`src/rtl/fpu_window_buffer.sv`:
```
// Sliding-window column buffer for the FPU convolution datapath: shifts in one
// column per accepted transfer, adds optional edge padding and band start/done sequencing.
module fpu_window_buffer #(
    parameter int COL_WIDTH = 10,
    parameter int KERNEL    = 3,
    parameter int PIX_W     = 8
) (
    input  logic                                clk,
    input  logic                                rst_n,
    input  logic                                start,
    input  logic                                pad_en,
    input  logic                                pad_mode,
    input  logic                                col_valid,
    output logic                                col_ready,
    input  logic [COL_WIDTH*PIX_W-1:0]          col_in,
    input  logic                                col_last,
    output logic                                win_valid,
    input  logic                                win_ready,
    output logic [KERNEL*COL_WIDTH*PIX_W-1:0]   win,
    output logic                                busy,
    output logic                                done
);
    localparam int PAD = KERNEL / 2;
    localparam int CB  = COL_WIDTH * PIX_W;
    localparam int FW  = $clog2(KERNEL + 1);
    localparam int PW  = $clog2(PAD + 1);
    localparam logic [FW-1:0] K_CNT = FW'(KERNEL);

    typedef enum logic [1:0] {IDLE, FILL, RUN, DRAIN} state_t;

    state_t                  state, state_nxt;
    logic [KERNEL-1:0][CB-1:0] win_q, win_nxt;
    logic [FW-1:0]           fill_cnt, fill_nxt, fill_inc;
    logic [PW-1:0]           pad_left, pad_left_nxt;
    logic                    pad_en_q, pad_mode_q;
    logic                    win_valid_nxt;
    logic                    slot_free, accept, consume, insert, first_pad;
    logic [CB-1:0]           shift_col;

    assign win       = win_q;
    assign busy      = (state != IDLE);
    assign slot_free = !win_valid || win_ready;
    assign col_ready = (state == FILL || state == RUN) && slot_free;
    assign accept    = col_valid && col_ready;
    assign consume   = win_valid && win_ready;
    // Synthetic trailing pad columns are pushed through the same shift path as real ones.
    assign insert    = (state == DRAIN) && (pad_left != '0) && slot_free;
    assign first_pad = accept && (fill_cnt == '0) && pad_en_q;
    assign shift_col = insert ? (pad_mode_q ? win_q[KERNEL-1] : '0) : col_in;
    assign fill_inc  = (fill_cnt == K_CNT) ? fill_cnt : fill_cnt + 1'b1;

    always_comb begin
        state_nxt     = state;
        win_nxt       = win_q;
        fill_nxt      = fill_cnt;
        pad_left_nxt  = pad_left;
        win_valid_nxt = win_valid;
        done          = 1'b0;

        if (consume)
            win_valid_nxt = 1'b0;

        if (accept || insert) begin
            if (first_pad) begin
                for (int i = 0; i < KERNEL - 1; i++)
                    if (i >= KERNEL - 1 - PAD)
                        win_nxt[i] = pad_mode_q ? col_in : '0;
                win_nxt[KERNEL-1] = col_in;
                fill_nxt          = FW'(PAD + 1);
            end else begin
                for (int i = 0; i < KERNEL - 1; i++)
                    win_nxt[i] = win_q[i+1];
                win_nxt[KERNEL-1] = shift_col;
                fill_nxt          = fill_inc;
            end
            win_valid_nxt = (fill_nxt == K_CNT);
        end

        if (insert)
            pad_left_nxt = pad_left - 1'b1;

        case (state)
            FILL: begin
                if (accept) begin
                    if (col_last) begin
                        state_nxt    = DRAIN;
                        pad_left_nxt = pad_en_q ? PW'(PAD) : '0;
                    end else if (fill_nxt == K_CNT) begin
                        state_nxt = RUN;
                    end
                end
            end
            RUN: begin
                if (accept && col_last) begin
                    state_nxt    = DRAIN;
                    pad_left_nxt = pad_en_q ? PW'(PAD) : '0;
                end
            end
            DRAIN: begin
                if (pad_left == '0 && !win_valid) begin
                    done      = 1'b1;
                    state_nxt = IDLE;
                end
            end
            default: ;
        endcase

        // A new band aborts whatever is in flight, including a same-cycle column.
        if (start) begin
            state_nxt     = FILL;
            win_nxt       = '0;
            fill_nxt      = '0;
            pad_left_nxt  = '0;
            win_valid_nxt = 1'b0;
            done          = 1'b0;
        end
    end

    always_ff @(posedge clk or negedge rst_n) begin
        if (!rst_n) begin
            state      <= IDLE;
            win_q      <= '0;
            fill_cnt   <= '0;
            pad_left   <= '0;
            win_valid  <= 1'b0;
            pad_en_q   <= 1'b0;
            pad_mode_q <= 1'b0;
        end else begin
            state     <= state_nxt;
            win_q     <= win_nxt;
            fill_cnt  <= fill_nxt;
            pad_left  <= pad_left_nxt;
            win_valid <= win_valid_nxt;
            if (start) begin
                pad_en_q   <= pad_en;
                pad_mode_q <= pad_mode;
            end
        end
    end
endmodule

```
`config.mk`:
```
export PLATFORM = sky130hd
export DESIGN_NAME = fpu_window_buffer
export DESIGN_NICKNAME = d
export VERILOG_FILES = /design/src/rtl/fpu_window_buffer.sv
export SDC_FILE = /design/constraint.sdc
export NUM_CORES = 1
export LEC_CHECK = 0
export CAP_MARGIN = 20
export CORE_ASPECT_RATIO = 0.9
export CORE_MARGIN = 2
export CORE_UTILIZATION = 30
export CTS_CLUSTER_DIAMETER = 200
export DETAILED_ROUTE_END_ITERATION = 12
export GPL_ROUTABILITY_DRIVEN = 1
export PLACE_DENSITY_LB_ADDON = 0.2
export RECOVER_POWER = 100
export SYNTH_ARGS = -nofsm -noshare
export SYNTH_HDL_FRONTEND = slang
export SYNTH_SLANG_ARGS = --single-unit
```
`constraint.sdc`:
```
create_clock -name clk -period 3.8 [get_ports clk]
set_input_delay 0.57 -clock clk [delete_from_list [all_inputs] [get_ports clk]]
set_output_delay 0.57 -clock clk [all_outputs]
set_load 0.05 [all_outputs]
```
==> results of run 1 <==
synth_stat cells (2+ instances only):
cell type	n	share of area, %
dfrtp_1	248	58
nand2_1	162	5.7
a21oi_1	84	3.9
and2_1	82	4.8
a22o_1	81	6.6
mux2i_1	81	7.6
o2bb2ai_1	80	6.5
clkbuf_1	53	1.9
buf_4	16	1.1
buf_2	11	0.51
nor2_1	8	0.28
ha_1	5	0.58
inv_1	4	0.14
mux2_2	3	0.32
nor3_1	3	0.14
nand2b_1	2	0.12
nor4b_1	2	0.16
or3_1	2	0.12
kinds of logic (layout without fill, tap and decap cells):
family,Yosys count,count (layout),share of synthesized area [%]
other,0,2,0
adder cells (fa/ha/maj),5,5,0.585
flip-flops,248,248,58.0
AND/OR/NAND/NOR,268,268,11.8
buffers and inverters,85,409,3.67
multiplexers,84,84,7.89
AO/OA/AOI/OAI,256,256,18.1
cells in the final DEF (no fill, tap or decap), drive strengths merged, types with 3 or more instances in the layout:
cell type and count:
dfrtp 248, dlygate4sd3 244, nand2 162, clkdlybuf4s50 85, a21oi 84, and2 82, a22o 81, mux2i 81
o2bb2ai 80, clkbuf 61, buf 11, nor2 8, inv 6, ha 5, mux2 3, nor3 3
flip-flops by register name, summed over array words and instances (netlist names):
name / flops
state: 2
pad_en_q: 1
win: 240
pad_mode_q: 1
win_valid: 1
pad_left: 1
fill_cnt: 2
final cells by class:
class                   instances  area (um2)
flip-flops and latches        248        6210
fillers                      3344       19800
clock inverters                 4        52.6
multi-input cells             613        4120
repair buffers                353        3480
inverters                       4        15.0
diodes                          2        5.00
clock buffers                  48         847
well taps                     469         587
stage by stage:
| stage | power, mW | cell area, um2 | instances |
|---|---|---|---|
| after floorplan | 5.87 | 10700 | 946 |
| after global placement | 7.39 | 14500 | 1687 |
| after detailed placement | 7.39 | 14500 | 1687 |
| after CTS | 10.1 | 15400 | 1739 |
| after global routing | 10.3 | 15300 | 1740 |
| final | 9.81 | 15300 | 1741 |
power breakdown:
| part | internal [mW] | switching [mW] |
|---|---|---|
| sequential | 3.00 | 0.301 |
| clock | 1.58 | 1.10 |
| combinational | 1.12 | 2.71 |
routing by layer:
layer	up-vias	global-route usage [%]	wire, um
met2	233	30.2	16500
met1	4345	25.8	15800
met4	0	3.65	651
met5	-	0	0
met3	38	5.63	2620
li1	3980	-	-
how the worst max path moves through the flow:
stage / start / endpoint / slack, ps / cells past startpoint
global placement: win_ready / col_ready / 830 / 4
detailed placement: win_ready / col_ready / 840 / 4
floorplan: start / done / 530 / 4
finish: state[0] / win[27] / 500 / 7
global route: state[0] / win[16] / 190 / 7
CTS: state[1] / done / 600 / 3
worst max-delay path: cells and delay by family (launching register included):
| kind | cells | cell delay [ps] |
|---|---|---|
| DFF | 1 | 440 |
| AOI/OAI and AO/OA | 3 | 1640 |
| adders and majority gates | 1 | 430 |
| buffers and inverters | 2 | 580 |
| and+or+nand+nor | 1 | 100 |
==> results.sh, run 1 <==
export IMPL_die_height_um=183
export IMPL_crit_fanout=39
export IMPL_fin_crit_ps=3300
export IMPL_max_freq_mhz=303
export IMPL_layout_nets=1342
export IMPL_end_kind="flop"
export IMPL_crit_reg2reg_launch="state[0]"
export IMPL_drtIter0Drc=300
export IMPL_hold_viol=0
export IMPL_gp_congestion=0.747
export IMPL_synth_cell_type_count=37
export IMPL_cts_max_path_buffers=3
export IMPL_synth_main_ff_cell="dfrtp_1"
export IMPL_initial_core_util_pct=30.5
export IMPL_cts_hold_buf=0
export IMPL_synth_seq_cells=248
export IMPL_cp_required_ps=4250
export IMPL_syn_area_per_cell_um2=11.3
export IMPL_ctsResizeCount=0
export IMPL_setup_viol=0
export IMPL_dieArea_um2=37200
export IMPL_synth_cells=946
export IMPL_cp_arrival_ps=3740
export IMPL_finalCritPeriodShare_pct=86.8
export IMPL_fin_hold_ws_ps=505
export IMPL_pre_cts_ws_ps=836
export IMPL_synth_nets=1039
export IMPL_ff2ff_path_depth=7
export IMPL_critPathKind="reg -> reg"
export IMPL_coreArea_um2=35100
export IMPL_cap_violations=2
export IMPL_ios=332
export IMPL_slew_headroom_pct=-84.7
export IMPL_syn2layout_area_growth_pct=43.1
export IMPL_wl_mm=35.5
export IMPL_cts_buffers=29
export IMPL_tightest_slew_ps=2770
export IMPL_ys_seq_area_share_pct=58.0
export IMPL_worstSkewPairLatency_ps=550
export IMPL_min_path_type="reg -> reg"
export IMPL_grt_max_degree=101
export IMPL_final_util_pct=43.6
export IMPL_slowest_delay_ps=1260
export IMPL_dr_pass1_iters=5
export IMPL_skew_ps=11.3
export IMPL_dpl_hpwl_mm=22.3
export IMPL_grt_usage_pct=19.0
export IMPL_timing_rr_end="win[27]"
export IMPL_row_count=65
export IMPL_hp_start="win[117]"
export IMPL_p_leak_nw=6.96
export IMPL_antenna_found_initial=2
export IMPL_synthArstFlopShare_pct=100
export IMPL_status="finished with violations"
export IMPL_vias_per_cell=4.94
export IMPL_setup_slack_ps=503
export IMPL_post_drt_wl_per_cell_um=20.4
export IMPL_postCtsSetupRepairBufs=0
export IMPL_ant_nets=0
export IMPL_cts_tree="done"
export IMPL_port_buffers=331
export IMPL_synth_edf_count=0
export IMPL_vias=8596
export IMPL_fin_setup_tns_ps=0
export IMPL_crit_path_cell_trace="inv_1 > ha_1 > a22o_1 > o211a_1 > buf_4 > nand2_1 > a21oi_1"
export IMPL_hold_path_endpoint="win[117]"
export IMPL_violations="capacitance limit, slew limit"
export IMPL_holdPathStages=1
export IMPL_critPathLaunchType="flop"
export IMPL_rsz0062_at_grt="false"
export IMPL_crit_slowest_cell="o211a_1"
export IMPL_grt_overflow=0
export IMPL_worst_r2r_setup_slack_ps=500
export IMPL_die_w_um=203
export IMPL_power_density_nw_per_um2=641
export IMPL_cts_sinks=248
export IMPL_drcViolationCount=0
export IMPL_ir_worst_vdd_mv=0.313
export IMPL_path_clk_slew_ps=60
export IMPL_report_final_slew_viol_count=140
export IMPL_htreeDepth=1
export IMPL_syn_area_um2=10700
export IMPL_grt_first_pass_wirelength_mm=55.3
export IMPL_ys_warn_count=0
export IMPL_drive_above_1_share_pct=5.59
export IMPL_grt_pass1_vias=8879
export IMPL_cts_root_buf="clkbuf_16"
No activity file was read; power rests on OpenSTA's default activity.
==> inputs of run 2 (changes only) <==
- CORE_UTILIZATION: 30 -> 51
- CTS_CLUSTER_SIZE: unset -> 16
==> run 2 against run 1 <==
The run still ends with capacitance limit, slew limit left. Worst setup slack improved by 130 ps. Power shrank 9.4%. Clock-buffer cell count decreased by 28. Combinational power hardly changed. Global-route usage increased by 9.8 points. Clock skew up 1.5 ps. Clock power fell by 34%. Design area decreased by 4.1%. Routed wire length shrank 10%. Sequential power is essentially flat. Largest power group unchanged. Highest routed layer unchanged.
==> results.sh, run 2 (same netlist as run 1, synthesis figures left out) <==
export IMPL_cts_max_path_buffers=3
export IMPL_ios=332
export IMPL_grt_first_pass_wirelength_mm=49.9
export IMPL_switching_power_mw=3.87
export IMPL_end_kind="flop"
export IMPL_grt_max_degree=104
export IMPL_switching_share_pct=43.5
export IMPL_dr_pass1_iters=5
export IMPL_grt_usage_pct=28.7
export IMPL_ant_nets=0
export IMPL_status="finished with violations"
export IMPL_critPathLaunchType="primary input"
export IMPL_diodes=0
export IMPL_rsz0062_at_grt="false"
export IMPL_crit_path_cell_trace="clkbuf_2 > clkbuf_2 > nor3_1 > clkbuf_2 > a22o_1"
export IMPL_crit_buf_inv=3
export IMPL_die_height_um=141
export IMPL_coreArea_um2=20700
export IMPL_ir_worst_vdd_mv=0.388
export IMPL_grt_overflow=0
export IMPL_initial_core_util_pct=51.7
export IMPL_worst_path_dominant_cell_family="buffers and inverters"
export IMPL_grt_pass1_vias=8658
export IMPL_dpl_hpwl_mm=20.4
export IMPL_report_final_slew_viol_count=103
export IMPL_worstSkewPairLatency_ps=490
export IMPL_final_common_cell="dfrtp_1"
export IMPL_cts_hold_buf=0
export IMPL_cap_violations=1
export IMPL_p_total_mw=8.89
export IMPL_layout_nets=1328
export IMPL_vias=8703
export IMPL_cpMostUsedCell="clkbuf_2"
export IMPL_dieArea_um2=22200
export IMPL_cts_buffers=19
export IMPL_tightest_slew_ps=2690
export IMPL_vias_per_cell=5.72
export IMPL_p_clk_share_pct=20.0
export IMPL_internal_power_mw=5.02
export IMPL_syn2layout_area_growth_pct=37.2
export IMPL_htreeDepth=1
export IMPL_cts_sinks=248
export IMPL_critPathKind="in -> reg"
export IMPL_drive_above_1_share_pct=4.21
export IMPL_violations="capacitance limit, slew limit"
export IMPL_crit_slowest_cell="clkbuf_2"
export IMPL_slowest_delay_ps=1130
export IMPL_drcViolationCount=0
export IMPL_min_path_type="reg -> reg"
export IMPL_row_count=50
export IMPL_fin_hold_ws_ps=510
export IMPL_port_buffers=331
export IMPL_largest_reg_flops=240
export IMPL_mostFrequentLayoutCells="dfrtp_1, dlygate4sd3_1, nand2_1"
export IMPL_antenna_found_initial=0
export IMPL_gp_congestion=0.799
export IMPL_power_frac_comb_pct=42.9
export IMPL_skew_ps=12.8
export IMPL_cts_root_buf="clkbuf_16"
export IMPL_post_drt_wl_per_cell_um=21.0
export IMPL_p_leak_nw=6.78
export IMPL_fin_setup_tns_ps=0
export IMPL_cp_required_ps=4160
export IMPL_power_density_nw_per_um2=606
export IMPL_wl_mm=32.0
export IMPL_cp_arrival_ps=3530
export IMPL_ctsResizeCount=0
export IMPL_hold_viol=0
export IMPL_setup_viol=0
export IMPL_crit_fanout=57
export IMPL_slew_headroom_pct=-79.4
export IMPL_fin_crit_ps=3170
export IMPL_die_w_um=157
export IMPL_postCtsSetupRepairBufs=0
export IMPL_drtIter0Drc=415
export IMPL_cts_tree="done"
export IMPL_path_clk_slew_ps=70
export IMPL_power_frac_seq_pct=37.0
export IMPL_max_freq_mhz=316
export IMPL_finalCritPeriodShare_pct=83.4
## run 2: changes by cell type in the layout (fill, tap and decap cells not counted), moves of 2 or more
cell       change
clkbuf_16     -10
clkbuf_8       -5
clkbuf_1      -16
buf_12         +2
diode_2        -2
## run 2: layout make-up
| type | count | area [um2] |
|---|---|---|
| multi-input combinational | 613 | 4120 |
| inverter | 4 | 15.0 |
| tap | 286 | 358 |
| timing repair buffer | 349 | 3490 |
| sequential | 248 | 6210 |
| clock inverter | 1 | 8.76 |
| clock buffer | 20 | 479 |
| fill | 1528 | 6030 |
## run 2: stage by stage
stage / instance area [um2] / setup slack [ps] / cells / util (%)
after floorplan: 10700 / 529 / 946 / -
after global placement: 14200 / 845 / 1500 / 68.8
after detailed placement: 14200 / 841 / 1500 / 68.8
after CTS: 14700 / 705 / 1521 / 71.1
after global routing: 14700 / 361 / 1521 / 70.9
final: 14700 / 631 / 1521 / 70.9
## run 2: per-layer routing
metal  track usage, %  part of all wire, %
met1             40.2                   42
met2             44.5                   46
met3             7.97                  8.9
met4             7.82                  3.0
met5                0                    0
## run 2: power by group through the flow
stage | logic, mW | clock network (mW) | registers, mW
after floorplan | 1.41 | 0 | 4.46
after CTS | 3.97 | 1.82 | 3.30
after global placement | 3.91 | 0 | 3.33
after global routing | 4.01 | 1.91 | 3.34
after detailed placement | 3.96 | 0 | 3.35
final | 3.82 | 1.78 | 3.29
## run 2: path summary, 6_finish.rpt
path | startpoint | cells after the start | endpoint | slack, ps
max reg2reg | state[1] | 7 | win[16] | 660
min in group asynchronous | rst_n | 1 | win[32] | 900
max in group asynchronous | rst_n | 2 | win[15] | 960
min reg2reg | win[83] | 1 | win[83] | 510
max | start | 5 | win[236] | 630
min | win[83] | 1 | win[83] | 510
